**config.mk**
```make
export PLATFORM = sky130hd
export DESIGN_NAME = pwm_duty_ramp
export DESIGN_NICKNAME = d
export VERILOG_FILES = /design/src/rtl/pwm_duty_ramp_pkg.sv /design/src/rtl/pwm_tick_gen.sv /design/src/rtl/pwm_duty_ramp.sv
export SDC_FILE = /design/constraint.sdc
export NUM_CORES = 1
export LEC_CHECK = 0
export BUFFER_PORTS_ARGS = -buffer_cell sky130_fd_sc_hd__buf_4
export CAP_MARGIN = 20
export CORE_MARGIN = 4
export CORE_UTILIZATION = 53
export CTS_CLUSTER_SIZE = 12
export DETAILED_ROUTE_END_ITERATION = 8
export MAX_ROUTING_LAYER = met4
export PLACE_DENSITY = 0.72
export SYNTH_ARGS = -nofsm -noshare
export SYNTH_HDL_FRONTEND = slang
export SYNTH_SLANG_ARGS = --single-unit
```
**constraint.sdc**
```tcl
create_clock -name clk -period 3.5 [get_ports clk]
set_clock_uncertainty 0.15 [all_clocks]
set_input_delay 0.525 -clock clk [delete_from_list [all_inputs] [get_ports clk]]
set_output_delay 0.525 -clock clk [all_outputs]
set_load 0.02 [all_outputs]
```
**src/rtl/pwm_duty_ramp_pkg.sv**
```systemverilog
// rtl/pwm_duty_ramp_pkg.sv - shared definitions for the duty ramp and PWM blocks
// Purpose: FSM state encodings and default clock/precision values shared with
//          the downstream PWM generator.
// Ports:   none (package).
package pwm_duty_ramp_pkg;

    // Encodings are fixed so other blocks can decode the state if needed.
    typedef enum logic [1:0] {
        ST_IDLE = 2'd0,
        ST_UP   = 2'd1,
        ST_DOWN = 2'd2
    } ramp_state_t;

    localparam int DEF_CLK_NUM   = 27000000;
    localparam int DEF_PRECISION = 8;

endpackage

```
**src/rtl/pwm_tick_gen.sv**
```systemverilog
// rtl/pwm_tick_gen.sv - periodic tick divider
// Purpose: counts 0..DIV-1 while enabled and flags the last count as a tick.
// Ports:
//   clk  in  system clock
//   rst  in  synchronous active-low reset
//   clr  in  restart the count at 0 on the next cycle
//   en   in  count enable
//   tick out high for the cycle in which the count equals DIV-1 (while en)
module pwm_tick_gen #(
    parameter int DIV = 1
) (
    input  logic clk,
    input  logic rst,
    input  logic clr,
    input  logic en,
    output logic tick
);

    localparam int W = (DIV < 1) ? 1 : $clog2(DIV + 1);
    localparam logic [W-1:0] LAST = W'(DIV - 1);

    logic [W-1:0] count;

    always_ff @(posedge clk) begin
        if (!rst) begin
            count <= '0;
        end else if (clr) begin
            count <= '0;
        end else if (en) begin
            if (count == LAST) begin
                count <= '0;
            end else begin
                count <= count + 1'b1;
            end
        end
    end

    assign tick = en && (count == LAST);

endmodule

```
**src/rtl/pwm_duty_ramp.sv**
```systemverilog
// rtl/pwm_duty_ramp.sv - slew-rate-limited duty sequencer for the PWM compare input
// Purpose: accepts a target duty over valid/ready and steps compare toward it
//          by STEP_SIZE every CLK_NUM/STEP_HZ clocks, clamping the final step.
// Ports:
//   clk           in  system clock
//   rst           in  synchronous active-low reset
//   target        in  requested final duty
//   target_valid  in  target offered
//   breathe       in  continuous triangle breathing (only with PWM_DUTY_RAMP_BREATHE_EN)
//   target_ready  out high only in IDLE and out of reset
//   compare       out current duty to the PWM compare input
//   busy          out ramp in progress
//   done          out one-cycle pulse when compare reaches the accepted target
// Build option: PWM_DUTY_RAMP_BREATHE_EN adds the breathe input.
module pwm_duty_ramp
    import pwm_duty_ramp_pkg::*;
#(
    parameter int CLK_NUM   = DEF_CLK_NUM,
    parameter int PRECISION = DEF_PRECISION,
    parameter int STEP_HZ   = 1000,
    parameter int STEP_SIZE = 1
) (
    input  logic                 clk,
    input  logic                 rst,
    input  logic [PRECISION-1:0] target,
    input  logic                 target_valid,
`ifdef PWM_DUTY_RAMP_BREATHE_EN
    input  logic                 breathe,
`endif
    output logic                 target_ready,
    output logic [PRECISION-1:0] compare,
    output logic                 busy,
    output logic                 done
);

    localparam int STEP_DIV = CLK_NUM / STEP_HZ;
    localparam logic [PRECISION-1:0] STEP = STEP_SIZE[PRECISION-1:0];

    ramp_state_t          state, state_nxt;
    logic [PRECISION-1:0] compare_nxt;
    logic [PRECISION-1:0] tgt, tgt_nxt;
    logic                 done_nxt;
    logic                 accept;
    logic [PRECISION-1:0] acc_tgt;
    logic                 tick;

    pwm_tick_gen #(
        .DIV (STEP_DIV)
    ) u_tick (
        .clk  (clk),
        .rst  (rst),
        .clr  (accept),
        .en   (busy),
        .tick (tick)
    );

    assign busy         = (state != ST_IDLE);
    assign target_ready = (state == ST_IDLE) && rst;

    always_ff @(posedge clk) begin
        if (!rst) begin
            state   <= ST_IDLE;
            compare <= '0;
            tgt     <= '0;
            done    <= 1'b0;
        end else begin
            state   <= state_nxt;
            compare <= compare_nxt;
            tgt     <= tgt_nxt;
            done    <= done_nxt;
        end
    end

    always_comb begin
        state_nxt   = state;
        compare_nxt = compare;
        tgt_nxt     = tgt;
        done_nxt    = 1'b0;
        accept      = 1'b0;
        acc_tgt     = target;

        // An external offer always wins; breathing only self-accepts when idle
        // and nobody upstream is asking for a specific duty.
        if (target_ready) begin
            if (target_valid) begin
                accept  = 1'b1;
                acc_tgt = target;
            end
`ifdef PWM_DUTY_RAMP_BREATHE_EN
            else if (breathe) begin
                accept  = 1'b1;
                acc_tgt = (compare == '0) ? '1 : '0;
            end
`endif
        end

        case (state)
            ST_IDLE: begin
                if (accept) begin
                    tgt_nxt = acc_tgt;
                    if (acc_tgt > compare) begin
                        state_nxt = ST_UP;
                    end else if (acc_tgt < compare) begin
                        state_nxt = ST_DOWN;
                    end else begin
                        done_nxt = 1'b1;
                    end
                end
            end
            // Step decisions use the remaining distance so compare never wraps.
            ST_UP: begin
                if (tick) begin
                    if ((tgt - compare) <= STEP) begin
                        compare_nxt = tgt;
                        state_nxt   = ST_IDLE;
                        done_nxt    = 1'b1;
                    end else begin
                        compare_nxt = compare + STEP;
                    end
                end
            end
            ST_DOWN: begin
                if (tick) begin
                    if ((compare - tgt) <= STEP) begin
                        compare_nxt = tgt;
                        state_nxt   = ST_IDLE;
                        done_nxt    = 1'b1;
                    end else begin
                        compare_nxt = compare - STEP;
                    end
                end
            end
            default: begin
                state_nxt = ST_IDLE;
            end
        endcase
    end

endmodule
```
-- Word level (Yosys, flattened, before mapping)
Cells that the tools add are included.
Widths: inputs -> output; s select.
- div/mod/pow operators: 0
- shift operators: 0
- add/subtract/negate cells: 5
- $lt $le $gt $ge: 4
- reduce and logical (&&, ||, !) cells: 9
- equality and inequality tests: 9
- bitwise operators: 1
- multiplexer cells: 24
- $mul: 0
- operators by type and width (operator ; count):
    $mux 8 ; 4
    $le 8x1->1 const B ; 2
    $pmux 8 s2 ; 1
    $sub 8x8->8 ; 2
    $add 15x1->15 const B ; 1
    $eq 15x15->1 const B ; 1
    $mux 15 ; 1
    $mux 2 ; 7
    $ne 2x2->1 const B ; 5
    $mux 1 ; 9
    $add 8x1->8 const B ; 1
    $gt 8x8->1 ; 1
    $lt 8x8->1 ; 1
    $sub 8x1->8 const B ; 1
    $pmux 2 s3 ; 1
    $reduce_and 6->1 ; 1
    $reduce_bool 2->1 ; 2
    $ne 3x1->1 const B ; 1
    $pmux 1 s3 ; 1
    $reduce_and 3->1 ; 1
    $eq 2x1->1 const B ; 1
    $eq 2x2->1 const B ; 1
    $logic_and 1x1->1 ; 2
    $logic_not 2->1 ; 1
    other kinds (3) ; 3
- bits in latches: 0
- bits in registers: 34
- memory bits (writable): 0
- output and inout bits: 11
- ROM bits: 0
- memories: 0

-- Depth between registers and ports, before layout
Gate-level depths: netlist of the first run.
- word-level depth: 5
- gate-level depth with buffers: 12
- mapped depth without buffers: 11

-- Cells and area by module
Synthesis of the first run repeated with hierarchy kept, for this count alone.
- cells, all modules: 328
- area, all modules: 2707.6 sq um
- modules (own cells, without submodules) (module ; area each (sq um) ; instances ; cells each):
    pwm_duty_ramp ; 1980.6 ; 1 ; 248
    pwm_tick_gen ; 726.9 ; 1 ; 80

-- Worst setup path after synthesis of the first run
No wires, ideal clock.
- path type: reg2reg
- start: register compare[5]
- end: register compare[0]
- period minus slack after synthesis: 3420 ps
- required time: 3230 ps
- library setup time: 120 ps
- cell stages (with the launch flop): 13
- path slack: 80 ps
- arrival: 3150 ps
- path through: dfxtp_1 > clkbuf_1 > inv_1 > ha_1 > clkbuf_1 > nand4_1 > a21oi_1 > or4_4 > a2111oi_4 > a32o_1 > buf_4 > nor4_1 > o31a_1
- cells in the longest elaborated chain, start to end: 5
- elaborated cells on any way between the ends: 9
- those cells by class: add/sub: 2; order compare: 2; mux: 5
- RTL lines (element ; RTL line ; text):
    from (decl) ; pwm_duty_ramp.sv:31 ; output logic [PRECISION-1:0] compare,
    from (signal assigned) ; pwm_duty_ramp.sv:68 ; compare <= compare_nxt;
    $sub 8x8->8, on equally long branches ; pwm_duty_ramp.sv:124, pwm_duty_ramp.sv:113 ;
    $le 8x1->1, on equally long branches ; pwm_duty_ramp.sv:124, pwm_duty_ramp.sv:113 ;
    $mux 8, on equally long branches ; pwm_duty_ramp.sv:124, pwm_duty_ramp.sv:113 ;
    $mux 8, on equally long branches ; pwm_duty_ramp.sv:123, pwm_duty_ramp.sv:112 ;
    $pmux 8 s2 (*) ; pwm_duty_ramp.sv:97 ; case (state)
Every way passes the cells marked *; elsewhere a longest branch is shown, timed or not. The select of a mux whose other input is x is not followed.
A chain may end at the register's enable or synchronous reset.

-- Worst setup path in the final report of the first run
- start: register compare[6]
- end: register state[1]
- cells in the longest elaborated chain, start to end: 4
- elaborated cells on any way between the ends: 13
- those cells by class: add/sub: 2; order compare: 4; eq/ne: 3; mux: 3; reduce/logical: 1
- RTL lines (element ; RTL line ; text):
    $sub 8x8->8, or another cell as far along ; pwm_duty_ramp.sv:124 ; if ((compare - tgt) <= STEP) begin
    $le 8x1->1, or another cell as far along ; pwm_duty_ramp.sv:124 ;
    $ne 2x2->1 (no line) / $mux 2 (equally long branches) ; - ;
    $reduce_and 6->1 (no line) / $pmux 2 s3 (equally long branches) ; - ;
    to (signal assigned) ; pwm_duty_ramp.sv:67 ; state <= state_nxt;
    to (decl) ; pwm_duty_ramp.sv:39 ; ramp_state_t state, state_nxt;
Parallel ways exist; a longest one is shown, timed or not. The select of a mux whose other input is x is not followed.

==> flow_summary.yaml, run 1 <==
outcome:
  outcome: "complete, no violations"
timing:
  whs_ns: 0.2955
  period_share: 0.9187
  period_needed_ns: 3.216
  finalWorstSetupSlack_ns: 0.2845
  max_freq_mhz: 311.0
  tightest_slew_ns: 0.5693
  finalSetupViolCount: 0
  tns_ns: 0
  max-slew-margin-rel: 0.6194
  timing.final.max_slew_violations: 0
  hold_viol: 0
  rsz0062_at_grt: "no"
cts:
  cts.sinks: 34
  cts_tree: "done"
  cts_buffers: 5
  h-tree-depth: 2
  root_buffer: "clkbuf_8"
  ctsResizeCount: 0
  cts_max_path_buffers: 2
  postCtsHoldBufs: 0
  clk_pin_slew_ns: 0.08
  postCtsSetupBuffers: 0
  clk_latency_ns: 0.29
synth:
  syn_inst: 351
  yosysWarnings: 0
  synth-main-ff-cell: "dfxtp_1"
  synth_common_cells: "nand2_1, dfxtp_1, nor2_1"
  synth.top_cells.by_area: "dfxtp_1, ha_1, nand2_1"
  yosysMostFrequentCell: "nand2_1"
  post_synth_num_cell_types: 47
  netlist_area_um2: 2745
  async_reset_ff_frac: 0
  yosys.area.top_type: "dfxtp_1"
  synth-seq-cells: 34
  syn-num-nets: 393
  yosysTopAreaCellShare: 0.2479
  ys_seq_area_frac: 0.2479
  synth-edff-count: 0
  avgSynthCellArea_um2: 7.821
route:
  remaining_drc_errors: 0
  first_pass_iters: 4
  routed_wl_um: 6511
  routed-via-count: 2558
  wire_per_inst_um: 14.73
  drt_iter0_markers: 214
  viasPerCell: 5.787
  ant_nets: 0
cells_and_area:
  syn_to_final_growth_pct: 12.26
  final_layout_size_suffix_gt1_frac: 0.1253
  nets: 416
  final_area_um2: 3082
  post-route-util: 0.6315
  fin_cells: 442
  num_antenna_cells: 0
pwr:
  power_density_nw_per_um2: 442.4
  power_mw: 1.363
  ir_drop_uv: 273.5
  p_leak_nw: 1.271
setup_path:
  endpoint_kind: "register"
  critPathRequiredTime_ns: 3.53
  crit_arrival_ns: 3.24
  worstPathMaxFanout: 10
  path_class: "reg2reg"
  crit_path_start_kind: "register"
global_routing:
  grt_pass1_wl_um: 11100
  grt_pass1_vias: 2353
  track_usage: 0.2260
  grt_overflow: 0
  grt_max_degree: 23
  antenna_found_initial: 0
hold_path:
  hold_path.class: "in2reg"
die:
  rows: 25
  ioPinCount: 22
  die_x_um: 79.97
  die_height_um: 79.97
  die_area_um2: 6395
  core_area_um2: 4880
  start_util: 0.5626
run:
  max-cap-violations: 0
placed_design:
  io_buffers: 21
  place_congestion: 0.8784
  dp_cells: 434
  postPlaceCellArea_um2: 2987
  post-place-ws_ns: 0.3143
  hpwlAfterDp_um: 4882
-- cell families (layout without fill, tap and decap cells) --
family	Yosys count	in the layout	share of synthesized area
fa+ha+maj	31	31	0.1468
mux	4	4	0.01459
simple gates	142	142	0.2562
flops	34	34	0.2479
xor+xnor	20	20	0.06381
compound gates	80	80	0.2092
buf+inv	40	64	0.06153
-- final timing paths --
| path | startpoint | end | slack, ns | cells after the start |
|---|---|---|---|---|
| setup / recovery | compare[6]$_SDFFE_PN0P_ | state[1]$_SDFFE_PN0P_ | 0.28 | 9 |
| hold / removal | target[1] | tgt[1]$_SDFFE_PN0P_ | 0.30 | 3 |
| setup reg to reg | compare[6]$_SDFFE_PN0P_ | state[1]$_SDFFE_PN0P_ | 0.28 | 9 |
| hold reg to reg | tgt[1]$_SDFFE_PN0P_ | tgt[1]$_SDFFE_PN0P_ | 0.35 | 2 |
-- registers in the layout (all words and copies together) (netlist names) --
register      count
compare           8
done              1
state             2
tgt               8
u_tick.count     15
-- routing by layer --
layer / vias to the layer above / track usage / part of all wire / routed length (um)
li1: 1284 / - / - / -
met1: 1199 / 0.3094 / 0.48 / 3124
met2: 66 / 0.3452 / 0.45 / 2930
met3: 9 / 0.03725 / 0.057 / 372
met4: 0 / 0.06081 / 0.013 / 84
met5: - / - / 0 / 0
-- critical path, stage by stage (launching register included) --
cell	delay, ns
dfxtp_1	0.49
inv_1	0.13
ha_1	0.41
nand4_1	0.14
a21oi_1	0.07
or4_4	0.54
a2111oi_4	0.56
a31oi_1	0.16
a211o_1	0.32
mux2i_1	0.14
-- power breakdown --
part / internal, mW / switching (mW)
Clock: 0.158 / 0.148
Sequential: 0.418 / 0.0353
Combinational: 0.238 / 0.365
-- layout make-up --
| class | instances | area (um2) |
|---|---|---|
| inverter | 25 | 93.84 |
| clock buffer | 6 | 82.58 |
| fill | 448 | 1798 |
| tap | 67 | 83.83 |
| multi-input combinational | 277 | 1896 |
| timing repair buffer | 31 | 232.7 |
| sequential | 34 | 680.7 |
| clock inverter | 2 | 12.51 |
-- layout by cell type (no fill, tap or decap), types with 7 or more instances in the layout --
master     n
nand2_1   44
a211oi_1   8
buf_4     31
a21oi_1   11
nand3_1   12
nand2b_1  10
and3_1     7
inv_1     25
ha_1      29
xor2_1    15
dfxtp_1   34
a221oi_1   7
a31oi_1   10
o21ai_0   21
nor2_1    34
No activity file was read; power rests on OpenSTA's default activity.
==> run 2, diff against run 1 <==
--- a/config.mk
+++ b/config.mk
@@ -12,7 +12,7 @@
 export CTS_CLUSTER_SIZE = 12
 export DETAILED_ROUTE_END_ITERATION = 8
 export MAX_ROUTING_LAYER = met4
-export PLACE_DENSITY = 0.72
+export PLACE_DENSITY = 0.75
 export SYNTH_ARGS = -nofsm -noshare
 export SYNTH_HDL_FRONTEND = slang
 export SYNTH_SLANG_ARGS = --single-unit
==> constraint.sdc (replaced) <==
create_clock -name clk -period 2.7 [get_ports clk]
set_clock_uncertainty 0.15 [all_clocks]
set_input_delay 0.405 -clock clk [delete_from_list [all_inputs] [get_ports clk]]
set_output_delay 0.405 -clock clk [all_outputs]
set_load 0.02 [all_outputs]
==> flow_summary.yaml, run 2 (same netlist as run 1, synthesis figures left out) <==
setup_path:
  crit_arrival_ns: 2.84
  r2r-start: "compare[2]$_SDFFE_PN0P_"
  crit_path_start_kind: "register"
  critPathRequiredTime_ns: 2.71
  reg2reg_depth: 11
  worstSetupStartpoint: "compare[2]$_SDFFE_PN0P_"
  endpoint_kind: "register"
  path_class: "reg2reg"
  worstPathMaxFanout: 6
run:
  max-cap-violations: 0
route:
  ant_nets: 0
  routed_wl_um: 7826
  viasPerCell: 5.743
  wire_per_inst_um: 15.97
  routed-via-count: 2814
  remaining_drc_errors: 0
  drt_iter0_markers: 110
  first_pass_iters: 4
timing:
  tightest_slew_ns: 0.5853
  max_freq_mhz: 352.6
  rsz0062_at_grt: "yes"
  finalWorstSetupSlack_ns: -0.1364
  hold_viol: 0
  period_needed_ns: 2.836
  period_share: 1.051
  max-slew-margin-rel: 0.6065
  timing.final.max_slew_violations: 0
  finalSetupViolCount: 8
global_routing:
  grt_pass1_vias: 2901
  antenna_found_initial: 0
  grt_overflow: 0
  track_usage: 0.2649
  grt_max_degree: 23
  grt_pass1_wl_um: 13130
pwr:
  ir_drop_uv: 537.5
  power_density_nw_per_um2: 570.0
  p_leak_nw: 1.540
cells_and_area:
  seq_area_um2: 714.4
  mostFrequentLayoutCells: "buf_4, nand2_1, nor2_1"
  num_antenna_cells: 0
  largestRegisters: "u_tick.count: 15 flops, compare: 8 flops, tgt: 8 flops"
  fillerInstances: 376
  nets: 464
  multiInputGateArea_um2: 2107
  post-route-util: 0.7587
  fin_cells: 490
  syn_to_final_growth_pct: 34.87
  max_flop_register: "u_tick.count"
  final_layout_size_suffix_gt1_frac: 0.3428
  layout_commonest_cell: "buf_4"
  largest_register_ffs: 15
placed_design:
  post-place-ws_ns: -0.1796
  hpwlAfterDp_um: 5616
  place_congestion: 0.8642
  io_buffers: 21
  dp_cells: 475
die:
  die_x_um: 79.97
  die_area_um2: 6395
  core_area_um2: 4880
  die_height_um: 79.97
  start_util: 0.5626
  ioPinCount: 22
  rows: 25
cts:
  cts_buffers: 5
  h-tree-depth: 2
  root_buffer: "clkbuf_8"
  cts_max_path_buffers: 2
  postCtsHoldBufs: 0
  cts.sinks: 34
  clk_latency_ns: 0.29
  clk_pin_slew_ns: 0.08
  cts_tree: "done"
outcome:
  outcome: "complete, but fails checks"
  violations: "negative setup slack"
hold_path:
  hold_path.class: "in2reg"
  hp-start: "target[7]"
  hold-path-cell-count: 3
==> run 2: cell types whose count changed in the layout (fill, tap and decap cells not counted), sizes merged <==
cell | before | now
buf | 31 | 78
clkbuf | 6 | 5
clkdlybuf4s15 | 0 | 1
clkinv | 1 | 2
==> run 2: area by class of cell <==
type / instances / share of cell area
clock buffers: 5 / 0.01859
clock inverters: 3 / 0.004393
inverters: 25 / 0.02805
multi-input cells: 277 / 0.5691
flip-flops and latches: 34 / 0.1930
well taps: 67 / 0.02264
repair buffers: 79 / 0.1642
==> run 2: per-stage QoR <==
| step | cell area, um2 | hold slack, ns | setup TNS (ns) | power [mW] |
|---|---|---|---|---|
| 2_1_floorplan | 2859 | 0.3028 | -1.664 | 1.212 |
| 3_3_place_gp | 3374 | 0.3200 | -0.3640 | 1.502 |
| 3_5_place_dp | 3374 | 0.3333 | -1.136 | 1.526 |
| 4_1_cts | 3578 | 0.1647 | 0 | 1.983 |
| 5_1_grt | 3702 | 0.1785 | -1.119 | 2.230 |
| 6_report | 3702 | 0.1642 | -0.4129 | 2.110 |
==> run 2: worst paths after layout <==
check / endpoint / slack, ns
setup / recovery: compare[1]$_SDFFE_PN0P_ / -0.14
hold / removal: tgt[7]$_SDFFE_PN0P_ / 0.16
hold reg to reg: tgt[7]$_SDFFE_PN0P_ / 0.36
setup reg to reg: compare[1]$_SDFFE_PN0P_ / -0.14
==> run 2: report_power, final <==
| part | switching [mW] | total, mW | internal, mW |
|---|---|---|---|
| clock network | 0.204 | 0.381 | 0.177 |
| logic | 0.601 | 1.13 | 0.533 |
| registers | 0.0525 | 0.595 | 0.543 |
| total | 0.858 | 2.11 | 1.25 |
==> run 2: timing repair <==
| item | in CTS | in global routing |
|---|---|---|
| pin swaps | 15 | 15 |
| setup buffers | 2 | 4 |
| gates cloned | 0 | 1 |
| hold endpoints to repair | 0 | 0 |
| resized for setup | 28 | 21 |
| setup endpoints to repair | 11 | 11 |
==> run 2: worst max-delay path, cell delays in order (launching register included) <==
cell       delay (ns)
dfxtp_4          0.37
inv_4            0.04
ha_4             0.25
a21oi_4          0.15
a21oi_2          0.08
or4_4            0.55
a2111oi_4        0.41
buf_4            0.20
buf_4            0.12
a21oi_1          0.06
a21oi_1          0.20
a31oi_1          0.11
==> run 2: routing by layer <==
layer / routed length [um] / vias to the layer above / track usage
li1: - / 1380 / -
met5: 0 / - / -
met4: 210 / 0 / 0.1030
met1: 3300 / 1327 / 0.3055
met3: 358 / 24 / 0.04402
met2: 3958 / 83 / 0.4578
==> run 3, diff against run 2 <==
--- a/config.mk
+++ b/config.mk
@@ -13,6 +13,7 @@
 export DETAILED_ROUTE_END_ITERATION = 8
 export MAX_ROUTING_LAYER = met4
 export PLACE_DENSITY = 0.75
+export RECOVER_POWER = 25
 export SYNTH_ARGS = -nofsm -noshare
 export SYNTH_HDL_FRONTEND = slang
 export SYNTH_SLANG_ARGS = --single-unit
==> flow_summary.yaml, run 3 (same netlist as run 1, synthesis figures left out) <==
outcome:
  outcome: "complete, but fails checks"
  violations: "negative setup slack"
cts:
  cts_buffers: 5
  cts.sinks: 34
  clk_latency_ns: 0.29
  clk_pin_slew_ns: 0.08
  root_buffer: "clkbuf_8"
  cts_max_path_buffers: 2
  h-tree-depth: 2
  postCtsHoldBufs: 0
  cts_tree: "done"
die:
  die_x_um: 79.97
  core_area_um2: 4880
  die_height_um: 79.97
  start_util: 0.5626
  die_area_um2: 6395
  ioPinCount: 22
  rows: 25
setup_path:
  endpoint_kind: "register"
  path_class: "reg2reg"
  worstPathMaxFanout: 6
  crit_arrival_ns: 2.85
  critPathRequiredTime_ns: 2.71
  crit_path_start_kind: "register"
run:
  max-cap-violations: 0
pwr:
  power_density_nw_per_um2: 572.7
  ir_drop_uv: 538.1
  p_leak_nw: 1.523
  power_mw: 2.112
route:
  ant_nets: 0
  drt_iter0_markers: 129
  routed.top_layer: "met4"
  first_pass_iters: 4
  remaining_drc_errors: 0
  wl_met3_um: 346
  routed_wl_um: 7845
  wire_per_inst_um: 16.01
  viasPerCell: 5.702
  routed-via-count: 2794
  wl_met1_um: 3321
  wl_met2_um: 3980
cells_and_area:
  final_area_um2: 3687
  mostFrequentLayoutCells: "buf_4, nand2_1, nor2_1"
  fillerInstances: 380
  largest_register_ffs: 15
  layout_commonest_cell: "buf_4"
  seq_area_um2: 714.4
  nets: 464
  post-route-util: 0.7556
  num_antenna_cells: 0
  max_flop_register: "u_tick.count"
  final_layout_size_suffix_gt1_frac: 0.3333
  fin_cells: 490
  syn_to_final_growth_pct: 34.32
  largestRegisters: "u_tick.count: 15 flops, compare: 8 flops, tgt: 8 flops"
  multiInputGateArea_um2: 2107
timing:
  finalSetupViolCount: 8
  hold_viol: 0
  max_freq_mhz: 352.2
  timing.final.max_slew_violations: 0
  tightest_slew_ns: 0.5975
  whs_ns: 0.1639
  period_share: 1.052
  finalWorstSetupSlack_ns: -0.1394
  rsz0062_at_grt: "yes"
  period_needed_ns: 2.839
  max-slew-margin-rel: 0.5983
global_routing:
  grt_pass1_vias: 2901
  antenna_found_initial: 0
  grt_max_degree: 23
  track_usage: 0.2649
  grt_pass1_wl_um: 13130
  grt_overflow: 0
placed_design:
  io_buffers: 21
  postPlaceCellArea_um2: 3374
  place_congestion: 0.8642
  dp_cells: 475
  hpwlAfterDp_um: 5616
hold_path:
  hold_path.class: "in2reg"
## run 3: cell types whose count changed in the layout (fill, tap and decap cells not counted)
cell,delta
buf_4,-4
clkbuf_1,+4
## run 3: power breakdown
part	leakage, nW	internal, mW	switching (mW)
Clock	0.0416	0.177	0.206
Combinational	1.20	0.533	0.601
Sequential	0.284	0.543	0.0523
Total	1.52	1.25	0.860
## run 3: through the flow
step	setup WS (ns)	TNS, ns
after CTS	0.0009837	0
after global placement	-0.06017	-0.3640
final	-0.1394	-0.4457
after floorplan	-0.2526	-1.664
after global routing	-0.1814	-1.118
after detailed placement	-0.1796	-1.136
## run 3: per-layer routing
layer	vias to the layer above	GRT usage
met5	-	-
met4	0	0.1030
met3	22	0.04402
met2	76	0.4578
met1	1316	0.3055
li1	1380	-
## run 3: what timing repair did
action,CTS,global route
pin swaps,15,15
resized for setup,28,21
buffers inserted,2,4
setup endpoints to repair,11,11
cloned,0,1
endpoints found under the hold margin,0,0
## run 3: final cells by class
type	count	share of cell area
Tap cell	67	0.02273
Clock inverter	3	0.004411
Clock buffer	5	0.01866
Timing Repair Buffer	79	0.1608
Multi-Input combinational cell	277	0.5714
Sequential cell	34	0.1938
Inverter	25	0.02816
## run 3: worst paths after layout
check | startpoint | end | slack (ns) | cells past startpoint
worst max register to register | compare[2]$_SDFFE_PN0P_ | compare[1]$_SDFFE_PN0P_ | -0.14 | 11
worst max-delay path | compare[2]$_SDFFE_PN0P_ | compare[1]$_SDFFE_PN0P_ | -0.14 | 11
worst min-delay path | target[7] | tgt[7]$_SDFFE_PN0P_ | 0.16 | 3
worst min register to register | tgt[7]$_SDFFE_PN0P_ | tgt[7]$_SDFFE_PN0P_ | 0.35 | 2
## run 3: critical path: stages, from the launching register on
cell       delay [ns]
dfxtp_4          0.37
inv_4            0.04
ha_4             0.25
a21oi_4          0.15
a21oi_2          0.08
or4_4            0.55
a2111oi_4        0.41
buf_4            0.20
buf_4            0.11
a21oi_1          0.06
a21oi_1          0.21
a31oi_1          0.11
